**src/rtl/hub_mgu_seq.sv**
```systemverilog
// Control sequencer for the folded HUB linear datapath of the MGU cell.
// Walks clear/load/run over all partitions for both gate passes, then holds DONE.
module hub_mgu_seq #(
    parameter int FOLD = 8,
    parameter int PWID = (FOLD < 2) ? 1 : $clog2(FOLD),
    parameter int BDEP = 256,
    parameter int CWID = (BDEP < 2) ? 1 : $clog2(BDEP)
) (
    input  logic            clk,
    input  logic            rst,
    input  logic            start,
    input  logic            abort,
    input  logic            out_ready,
    output logic            busy,
    output logic            load,
    output logic [PWID-1:0] part,
    output logic            sel,
    output logic            clear,
    output logic            run,
    output logic            out_valid
);

    typedef enum logic [2:0] {
        S_IDLE,
        S_CLEAR,
        S_LOAD,
        S_RUN,
        S_DONE
    } state_t;

    localparam logic [PWID-1:0] PART_LAST = PWID'(FOLD - 1);
    localparam logic [CWID-1:0] CYC_LAST  = CWID'(BDEP - 1);

    state_t            state, state_d;
    logic              sel_q, sel_d;
    logic [PWID-1:0]   part_q, part_d;
    logic [CWID-1:0]   cyc_q, cyc_d;

    always_ff @(posedge clk or posedge rst) begin
        if (rst) begin
            state  <= S_IDLE;
            sel_q  <= 1'b0;
            part_q <= '0;
            cyc_q  <= '0;
        end else begin
            state  <= state_d;
            sel_q  <= sel_d;
            part_q <= part_d;
            cyc_q  <= cyc_d;
        end
    end

    always_comb begin
        state_d = state;
        sel_d   = sel_q;
        part_d  = part_q;
        cyc_d   = cyc_q;
        case (state)
            S_IDLE: begin
                if (start) begin
                    state_d = S_CLEAR;
                    sel_d   = 1'b0;
                    part_d  = '0;
                end
            end
            S_CLEAR: state_d = S_LOAD;
            S_LOAD: begin
                state_d = S_RUN;
                cyc_d   = '0;
            end
            S_RUN: begin
                if (cyc_q == CYC_LAST) begin
                    // cyc parks at 0 between partitions so it never wraps
                    cyc_d = '0;
                    if (part_q != PART_LAST) begin
                        part_d  = part_q + 1'b1;
                        state_d = S_LOAD;
                    end else if (!sel_q) begin
                        sel_d   = 1'b1;
                        part_d  = '0;
                        state_d = S_CLEAR;
                    end else begin
                        state_d = S_DONE;
                    end
                end else begin
                    cyc_d = cyc_q + 1'b1;
                end
            end
            S_DONE: begin
                if (out_ready) begin
                    state_d = S_IDLE;
                    sel_d   = 1'b0;
                    part_d  = '0;
                    cyc_d   = '0;
                end
            end
            default: state_d = S_IDLE;
        endcase
        // abort outranks every transition, including the DONE handshake
        if (abort && state != S_IDLE) begin
            state_d = S_IDLE;
            sel_d   = 1'b0;
            part_d  = '0;
            cyc_d   = '0;
        end
    end

    assign busy      = (state != S_IDLE);
    assign clear     = (state == S_CLEAR);
    assign load      = (state == S_LOAD);
    assign run       = (state == S_RUN);
    assign out_valid = (state == S_DONE);
    assign sel       = sel_q;
    assign part      = part_q;

endmodule

```
**config.mk**
```make
export PLATFORM = sky130hd
export DESIGN_NAME = hub_mgu_seq
export DESIGN_NICKNAME = d
export VERILOG_FILES = /design/src/rtl/hub_mgu_seq.sv
export SDC_FILE = /design/constraint.sdc
export NUM_CORES = 1
export LEC_CHECK = 0
export ABC_AREA = 1
export ABC_CLOCK_PERIOD_IN_PS = 3500
export CAP_MARGIN = 20
export CORE_MARGIN = 8
export CORE_UTILIZATION = 56
export DETAILED_ROUTE_END_ITERATION = 6
export DONT_BUFFER_PORTS = 1
export PLACE_DENSITY = 0.71
export SYNTH_ARGS = -nofsm -noshare
export SYNTH_HDL_FRONTEND = slang
export SYNTH_SLANG_ARGS = --single-unit
```
**constraint.sdc**
```tcl
create_clock -name clk -period 3.5 [get_ports clk]
set_clock_uncertainty 0.1 [all_clocks]
set_input_delay 1.05 -clock clk [delete_from_list [all_inputs] [get_ports clk]]
set_output_delay 1.05 -clock clk [all_outputs]
set_load 0.005 [all_outputs]
```
**Word level (Yosys, flattened, before mapping)**

Cells that the tools add are included.

- Register bits after elaboration: 15
- Bits in latches: 0
- Bits in writable memories: 0
- ROM bits: 0
- Output and inout port bits: 9
- Memories: 0

- $add $sub $neg: 2
- Multipliers: 0
- Div/mod/pow operators: 0
- Magnitude comparators: 0
- Equal/unequal tests: 11
- Shifts and indexed selects: 0
- Multiplexer cells: 23
- Bitwise gates (word level): 0
- Reductions and logical operators: 9

Operators by type and width:

| cell | count |
|---|---|
| 3-bit 2-to-1 mux | 11 |
| 8-bit 2-to-1 mux | 3 |
| 8-bit case mux with 3 select lines | 1 |
| 3-bit case mux with 5 select lines | 1 |
| 5-bit AND reduction | 2 |
| 3-bit case mux with 3 select lines | 1 |
| 8-bit by 1-bit adder with 8-bit output, second input constant | 1 |
| 8-bit == test, second input constant | 1 |
| 4-bit nonzero test | 2 |
| 3-bit by 2-bit == test with 1-bit output, second input constant | 2 |
| 3-bit by 2-bit != test with 1-bit output, second input constant | 2 |
| 3-bit != test, second input constant | 2 |
| 1-bit 2-to-1 mux | 5 |
| 4-bit by 2-bit != test with 1-bit output, second input constant | 1 |
| 3-bit by 1-bit adder with 3-bit output, second input constant | 1 |
| 3-bit by 1-bit == test with 1-bit output, second input constant | 1 |
| 3-bit == test, second input constant | 1 |
| 3-bit zero test | 1 |
| 3-bit by 1-bit != test with 1-bit output, second input constant | 1 |
| 1-bit case mux with 3 select lines | 1 |
| 3-bit AND reduction | 1 |
| 3-bit nonzero test | 1 |
| 2-bit AND reduction | 1 |
| 1-bit logical AND | 1 |

**Depth between registers and ports, before layout**

Gate-level depths: netlist (run 1).

- Depth in word-level cells: 5
- Depth in mapped cells: 10

**Worst setup path after synthesis (run 1)**

Ideal clock, no wire load.

- Kind: reg2out
- From: reg state[1]
- To: out out_valid
- Data arrival time: 754 ps
- Required time: 2350 ps
- Slack: 1596 ps
- Stages on the path, launching flop included: 4
- Cells stage by stage: dfrtp_1 > nor2_2 > nand2_1 > inv_1

- Word-level cells in the longest chain between the ends: 1

RTL lines:

| item | RTL line | source |
|---|---|---|
| start: declaration | 34 | `state_t state, state_d;` |
| start signal: assignment | 46 | `state <= state_d;` |
| 3-bit == test | 112 | `assign out_valid = (state == S_DONE);` |
| end: declaration | 20 | `output logic out_valid` |

No other way between the ends.

**Worst setup path after layout (run 1)**

- From: reg state[2]
- To: out clear

- Word-level cells in the longest chain between the ends: 1

RTL lines:

| item | RTL line | source |
|---|---|---|
| 3-bit by 1-bit == test with 1-bit output | 109 | `assign clear = (state == S_CLEAR);` |
| end: declaration | 18 | `output logic clear,` |

No other way between the ends.

==> metrics.md, run 1 <==
| Metric | Value |
|---|---|
| Max-slew headroom | 59.6% |
| Site Rows | 16 |
| DRT Wirelength | 2320 um |
| Final net count | 163 |
| Initial core utilization | 57.3% |
| CTS tree | done |
| Final Hold Viols | 0 |
| Initial DRC count | 27 |
| Top cells by area, synth | dfrtp_1, nand2_1, inv_1 |
| Clock slew at reported path FFs | 0.09 ns |
| Yosys warns | 0 |
| Util after Layout | 59.9% |
| H-tree depth | 1 |
| Post-synth EDFFs | 0 |
| Yosys top cell by area | dfrtp_1 |
| WP data arrival | 1.22 ns |
| Most frequent cells in the layout | nand2_1, inv_1, dfrtp_1 |
| Minimum clock period | 2.37 ns |
| Layout cells sized above 1 | 15.7% |
| Syn Area/Cell | 7.27 sq um |
| Post-cts resize count | 0 |
| Initial antenna violation count | 0 |
| Final ANT Viol Nets | 0 |
| Syn Nets | 159 |
| Worst skew pair latency | 0.29 ns |
| Most used routing layer | met2 |
| Pin count of the biggest net entering global routing | 16 |
| Unrepaired setup endpoints after global routing | no |
| Syn Inst Count | 150 |
| RePlAce Congestion | 0.845 |
| Grt met3 use | 3.87% |
| Clk buf depth | 2 |
| Via Count | 947 |
| Setup slack after layout | 1.13 ns |
| PwrDens | 543 mW/mm^2 |
| Pleak | 0.623 nW |
| Buffers added on ports | 0 |
| Maxcap violations | 0 |
| Crit share post-route | 67.6% |
| Ys flop type | dfrtp_1 |
| Routed vias/inst | 5.26 |
| Max-slew violations | 0 |
| Vias in the first global route | 881 |
| Achievable Freq | 422 MHz |
| Area after DPL | 0.00111 sq mm |
| Synth unique cells | 25 |
| Commonest non-fill, non-tap cell in the layout | nand2_1 |
| Chip Width | 60.1 um |
| First-pass GRT wire length | 3980 um |
| Area Growth Syn to Fin | 4.48% |
| Yosys top cell area share | 34.4% |
| Grt met2 use | 22.3% |
| Min Hold Slack | 0.438 ns |
| Die height | 60.1 um |
| Die area | 0.00361 sq mm |
| Placed wire-length estimate | 1780 um |
| IO Pins | 14 |
| # fillers | 186 |
| Setup_tns | 0 ns |
| Final setup viols | 0 |
| #FFs+latches synth | 15 |
| Root Buffer | clkbuf_4 |
| Type of the worst min-delay path | reg2reg |
| Fraction of registers with async set/reset | 100% |
| Outcome | finished, final reports clean |
| GR met1 Demand/Resource | 18.6% |
| Inserted Clock Buffers | 3 |
| DRT Pass-1 Iters | 4 |
| WL/cell | 12.9 um |
| Maximum vdd drop | 0.000386 V |
| Mapped Area | 0.00109 sq mm |
| Crit end category | output pin |
| CTS Sinks | 15 |
| Antenna diodes | 0 |
| Overall Global Routing Usage | 14.6% |
| CP Max Fanout | 8 |
| Setup crit start kind | flop |
| Post-CTS Setup Inserts | 0 |
| Crit path kind | reg2out |
| Least-Margin Pin Slew | 0.605 ns |
| Grt ovf | 0 |
| Placeable Area | 0.00190 sq mm |
| Design Area, Final | 0.00114 sq mm |
| Pre-CTS WS | 1.44 ns |
| CTS Hold Bufs | 0 |
| DRC violations left | 0 |
| Sequential element share of the synthesized area | 34.4% |
| Worst endpoint required time | 2.35 ns |
cells in the mapped netlist, types with 2 or more instances:
master and count:
nand2_1 48, inv_1 20, dfrtp_1 15, nand3_1 11, nor2_1 10, o21ai_0 8
nand2_4 5, ha_1 4, nand4_1 4, nand3_2 3, nor2_2 3, o21ai_1 3
inv_2 2, nand2_2 2, or2_2 2
metrics by stage:
stage | power [mW] | cells
after floorplan | 0.457 | 150
after global placement | 0.512 | 176
after detailed placement | 0.522 | 176
after CTS | 0.624 | 180
after global routing | 0.672 | 180
final | 0.619 | 180
routing by layer:
metal	vias up	wire length, um
li1	478	-
met1	431	1130
met2	34	1010
met3	4	146
met4	0	35
met5	-	0
final timing paths:
check	startpoint	slack [ns]	to	cells past startpoint
hold reg to reg	part[1]$_DFFE_PP0P_	0.44	part[1]$_DFFE_PP0P_	2
max in group asynchronous	rst	2.30	part[0]$_DFFE_PP0P_	1
min in group asynchronous	rst	0.61	cyc_q[1]$_DFFE_PP0P_	1
hold / removal	part[1]$_DFFE_PP0P_	0.44	part[1]$_DFFE_PP0P_	2
setup reg to reg	cyc_q[0]$_DFFE_PP0P_	1.84	sel$_DFFE_PP0P_	8
setup / recovery	state[2]$_DFFE_PP0P_	1.13	clear	3
flip-flops by register name, indices dropped and copies added (netlist names):
register,count
part,3
sel,1
state,3
cyc_q,8
logic make-up (layout without fill, tap and decap cells):
| logic type | Yosys count | count (layout) | share of synthesized area (%) |
|---|---|---|---|
| xor gates and xnor gates | 1 | 1 | 0.804 |
| adders and majority gates | 4 | 4 | 4.59 |
| buffers and inverters | 24 | 27 | 9.19 |
| and+or+nand+nor | 93 | 93 | 44.8 |
| DFF | 15 | 15 | 34.4 |
| AOI/OAI and AO/OA | 13 | 13 | 6.20 |
final cells by class:
cell class                      instances  area [sq um]  area share (%)
Multi-Input combinational cell        111           614            54.0
Sequential cell                        15           375            33.0
Inverter                               23          88.8            7.80
Tap cell                               27          33.8            2.97
Clock buffer                            4          26.3            2.31
power by group:
| group | leakage, nW | internal [mW] | switching [mW] |
|---|---|---|---|
| logic | 0.403 | 0.0833 | 0.189 |
| registers | 0.205 | 0.200 | 0.0440 |
| clock network | 0.0150 | 0.0443 | 0.0577 |
critical path, cell delays in order, from the launching register on:
cell	delay (ns)
dfrtp_1	0.63
inv_1	0.13
nand3_1	0.11
inv_1	0.06
Power figures use the tool's default switching activity.
==> inputs of run 2 (changes only) <==
ABC_CLOCK_PERIOD_IN_PS = 2070   (was 3500)
CORE_UTILIZATION = 55   (was 56)
PLACE_DENSITY = 0.73   (was 0.71)
clock period = 2.07 ns   (was 3.5 ns; I/O delays follow)
==> run 2 against run 1 <==
Wire length rose by 0.99%. Global-route usage fell by 0.25 points. Utilization fell by 0.62 points. Sequential share of layout area did not move. Critical path depth did not move. Cell area did not move. First-iteration DRC count fell by 15%. Flip-flop and latch count did not move. Non-clock buffer count did not move. Worst hold slack got worse by 0.26 ns. Register-to-register slack got worse by 1.4 ns. Sequential power rose by 69%. Critical path type unchanged. Largest cell class unchanged.
==> metrics.md, run 2 (synthesis results as in run 1) <==
| Metric | Value |
|---|---|
| DRT Pass-1 Iters | 4 |
| Buffers added on ports | 0 |
| Initial antenna violation count | 0 |
| Crit-path cells | inv_1 -> nand3_1 -> inv_1 |
| Max reg flops | 8 |
| Root Buffer | clkbuf_4 |
| Family with the most delay on the worst path | flip-flops |
| Crit path kind | reg2out |
| Die height | 60.5 um |
| Worst Path Buf+Inv | 2 |
| Net Sw Power | 0.496 mW |
| IO Pins | 14 |
| Setup_tns | 0 ns |
| Routed vias/inst | 5.26 |
| Peak per-stage delay on the critical path | 0.64 ns |
| Setup crit start kind | flop |
| Final setup viols | 0 |
| Overall Global Routing Usage | 14.3% |
| Final net count | 163 |
| Most frequent CP cell | inv_1 |
| Least-Margin Pin Slew | 0.581 ns |
| WP data arrival | 1.26 ns |
| Commonest non-fill, non-tap cell in the layout | nand2_1 |
| Unrepaired setup endpoints after global routing | no |
| Chip Width | 60.5 um |
| Pin count of the biggest net entering global routing | 16 |
| Most frequent cells in the layout | nand2_1, inv_1, dfrtp_1 |
| Outcome | finished, final reports clean |
| Type of the worst min-delay path | in2async |
| Placed wire-length estimate | 1840 um |
| PwrDens | 922 mW/mm^2 |
| Minimum clock period | 1.99 ns |
| Pre-CTS WS | 0.411 ns |
| Post-CTS Setup Inserts | 0 |
| CP Max Fanout | 8 |
| Inserted Clock Buffers | 3 |
| # fillers | 185 |
| H-tree depth | 1 |
| CTS Sinks | 15 |
| Crit share post-route | 95.9% |
| Max-slew headroom | 61.2% |
| Max-slew violations | 0 |
| DRC violations left | 0 |
| Multi-input combinational cell area | 614 sq um |
| Clock slew at reported path FFs | 0.09 ns |
| Pleak | 0.623 nW |
| First-pass GRT wire length | 4010 um |
| Maxcap violations | 0 |
| Clk buf depth | 2 |
| Initial DRC count | 23 |
| Placeable Area | 0.00192 sq mm |
| Vias in the first global route | 910 |
| RePlAce Congestion | 0.859 |
| Initial core utilization | 56.7% |
| Worst skew pair latency | 0.28 ns |
| Pint | 0.555 mW |
| Clock group share of total power | 16.2% |
| Crit end category | output pin |
| Die area | 0.00366 sq mm |
| Util after Layout | 59.2% |
| CTS Hold Bufs | 0 |
| CTS tree | done |
| Site Rows | 16 |
| Sequential cell area | 375 sq um |
| Grt ovf | 0 |
| Setup slack after layout | 0.0849 ns |
| Comb pwr share | 44.5% |
| Biggest register | cyc_q |
| Final Hold Viols | 0 |
| Worst endpoint required time | 1.35 ns |
| Achievable Freq | 504 MHz |
| Area Growth Syn to Fin | 4.48% |
| Seq pwr share | 39.3% |
| DRT Wirelength | 2340 um |
| Post-cts resize count | 0 |
| Sw Share | 47.2% |
| WL/cell | 13.0 um |
| Final ANT Viol Nets | 0 |
| CP max-delay cell | dfrtp_1 |
| Via Count | 946 |
| Layout cells sized above 1 | 15.7% |
| Antenna diodes | 0 |
| Maximum vdd drop | 0.000735 V |
[run 2: power groups by stage]
stage | combinational (mW) | clock, mW | sequential [mW]
5_1_grt | 0.519 | 0.185 | 0.421
3_3_place_gp | 0.455 | 0 | 0.413
4_1_cts | 0.469 | 0.173 | 0.412
3_5_place_dp | 0.466 | 0 | 0.418
6_report | 0.468 | 0.170 | 0.413
2_1_floorplan | 0.372 | 0 | 0.402
[run 2: path summary, 6_finish.rpt]
path | start | to | slack [ns] | cells after the start
max in group asynchronous | rst | cyc_q[7]$_DFFE_PP0P_ | 1.32 | 1
min in group clk | abort | cyc_q[1]$_DFFE_PP0P_ | 0.42 | 3
hold / removal | rst | cyc_q[0]$_DFFE_PP0P_ | 0.17 | 1
setup / recovery | state[2]$_DFFE_PP0P_ | clear | 0.08 | 3
setup reg to reg | cyc_q[0]$_DFFE_PP0P_ | sel$_DFFE_PP0P_ | 0.40 | 8
hold reg to reg | cyc_q[1]$_DFFE_PP0P_ | cyc_q[1]$_DFFE_PP0P_ | 0.45 | 2
[run 2: worst reg2reg max path, stage by stage (launching register included)]
cell and delay [ns]:
dfrtp_1 0.43, ha_1 0.24, inv_1 0.09, nor2_2 0.15
nand2_1 0.15, nand2_4 0.14, nand2_4 0.08, o21ai_1 0.12
nand2_1 0.07
[run 2: area by class of cell]
type	count	area share, %
clock buffer	4	2.31
inverter	23	7.80
multi-input combinational	111	54.0
sequential	15	33.0
tap	27	2.97
[run 2: metal layers]
metal | GRT usage [%] | routed length [um] | vias to the layer above
met1 | 17.7 | 1080 | 433
li1 | - | - | 477
met5 | 0 | 0 | -
met2 | 23.5 | 1040 | 31
met4 | 5.98 | 38 | 0
met3 | 2.97 | 180 | 5
[run 2: stage by stage]
step                      hold WS [ns]  power, mW  cells  instance area, sq um
final                            0.173       1.05    180                  1140
after CTS                        0.189       1.05    180                  1140
after global routing             0.218       1.13    180                  1140
after detailed placement         0.418      0.885    176                  1110
after global placement           0.414      0.868    176                  1110
after floorplan                  0.388      0.773    150                  1090
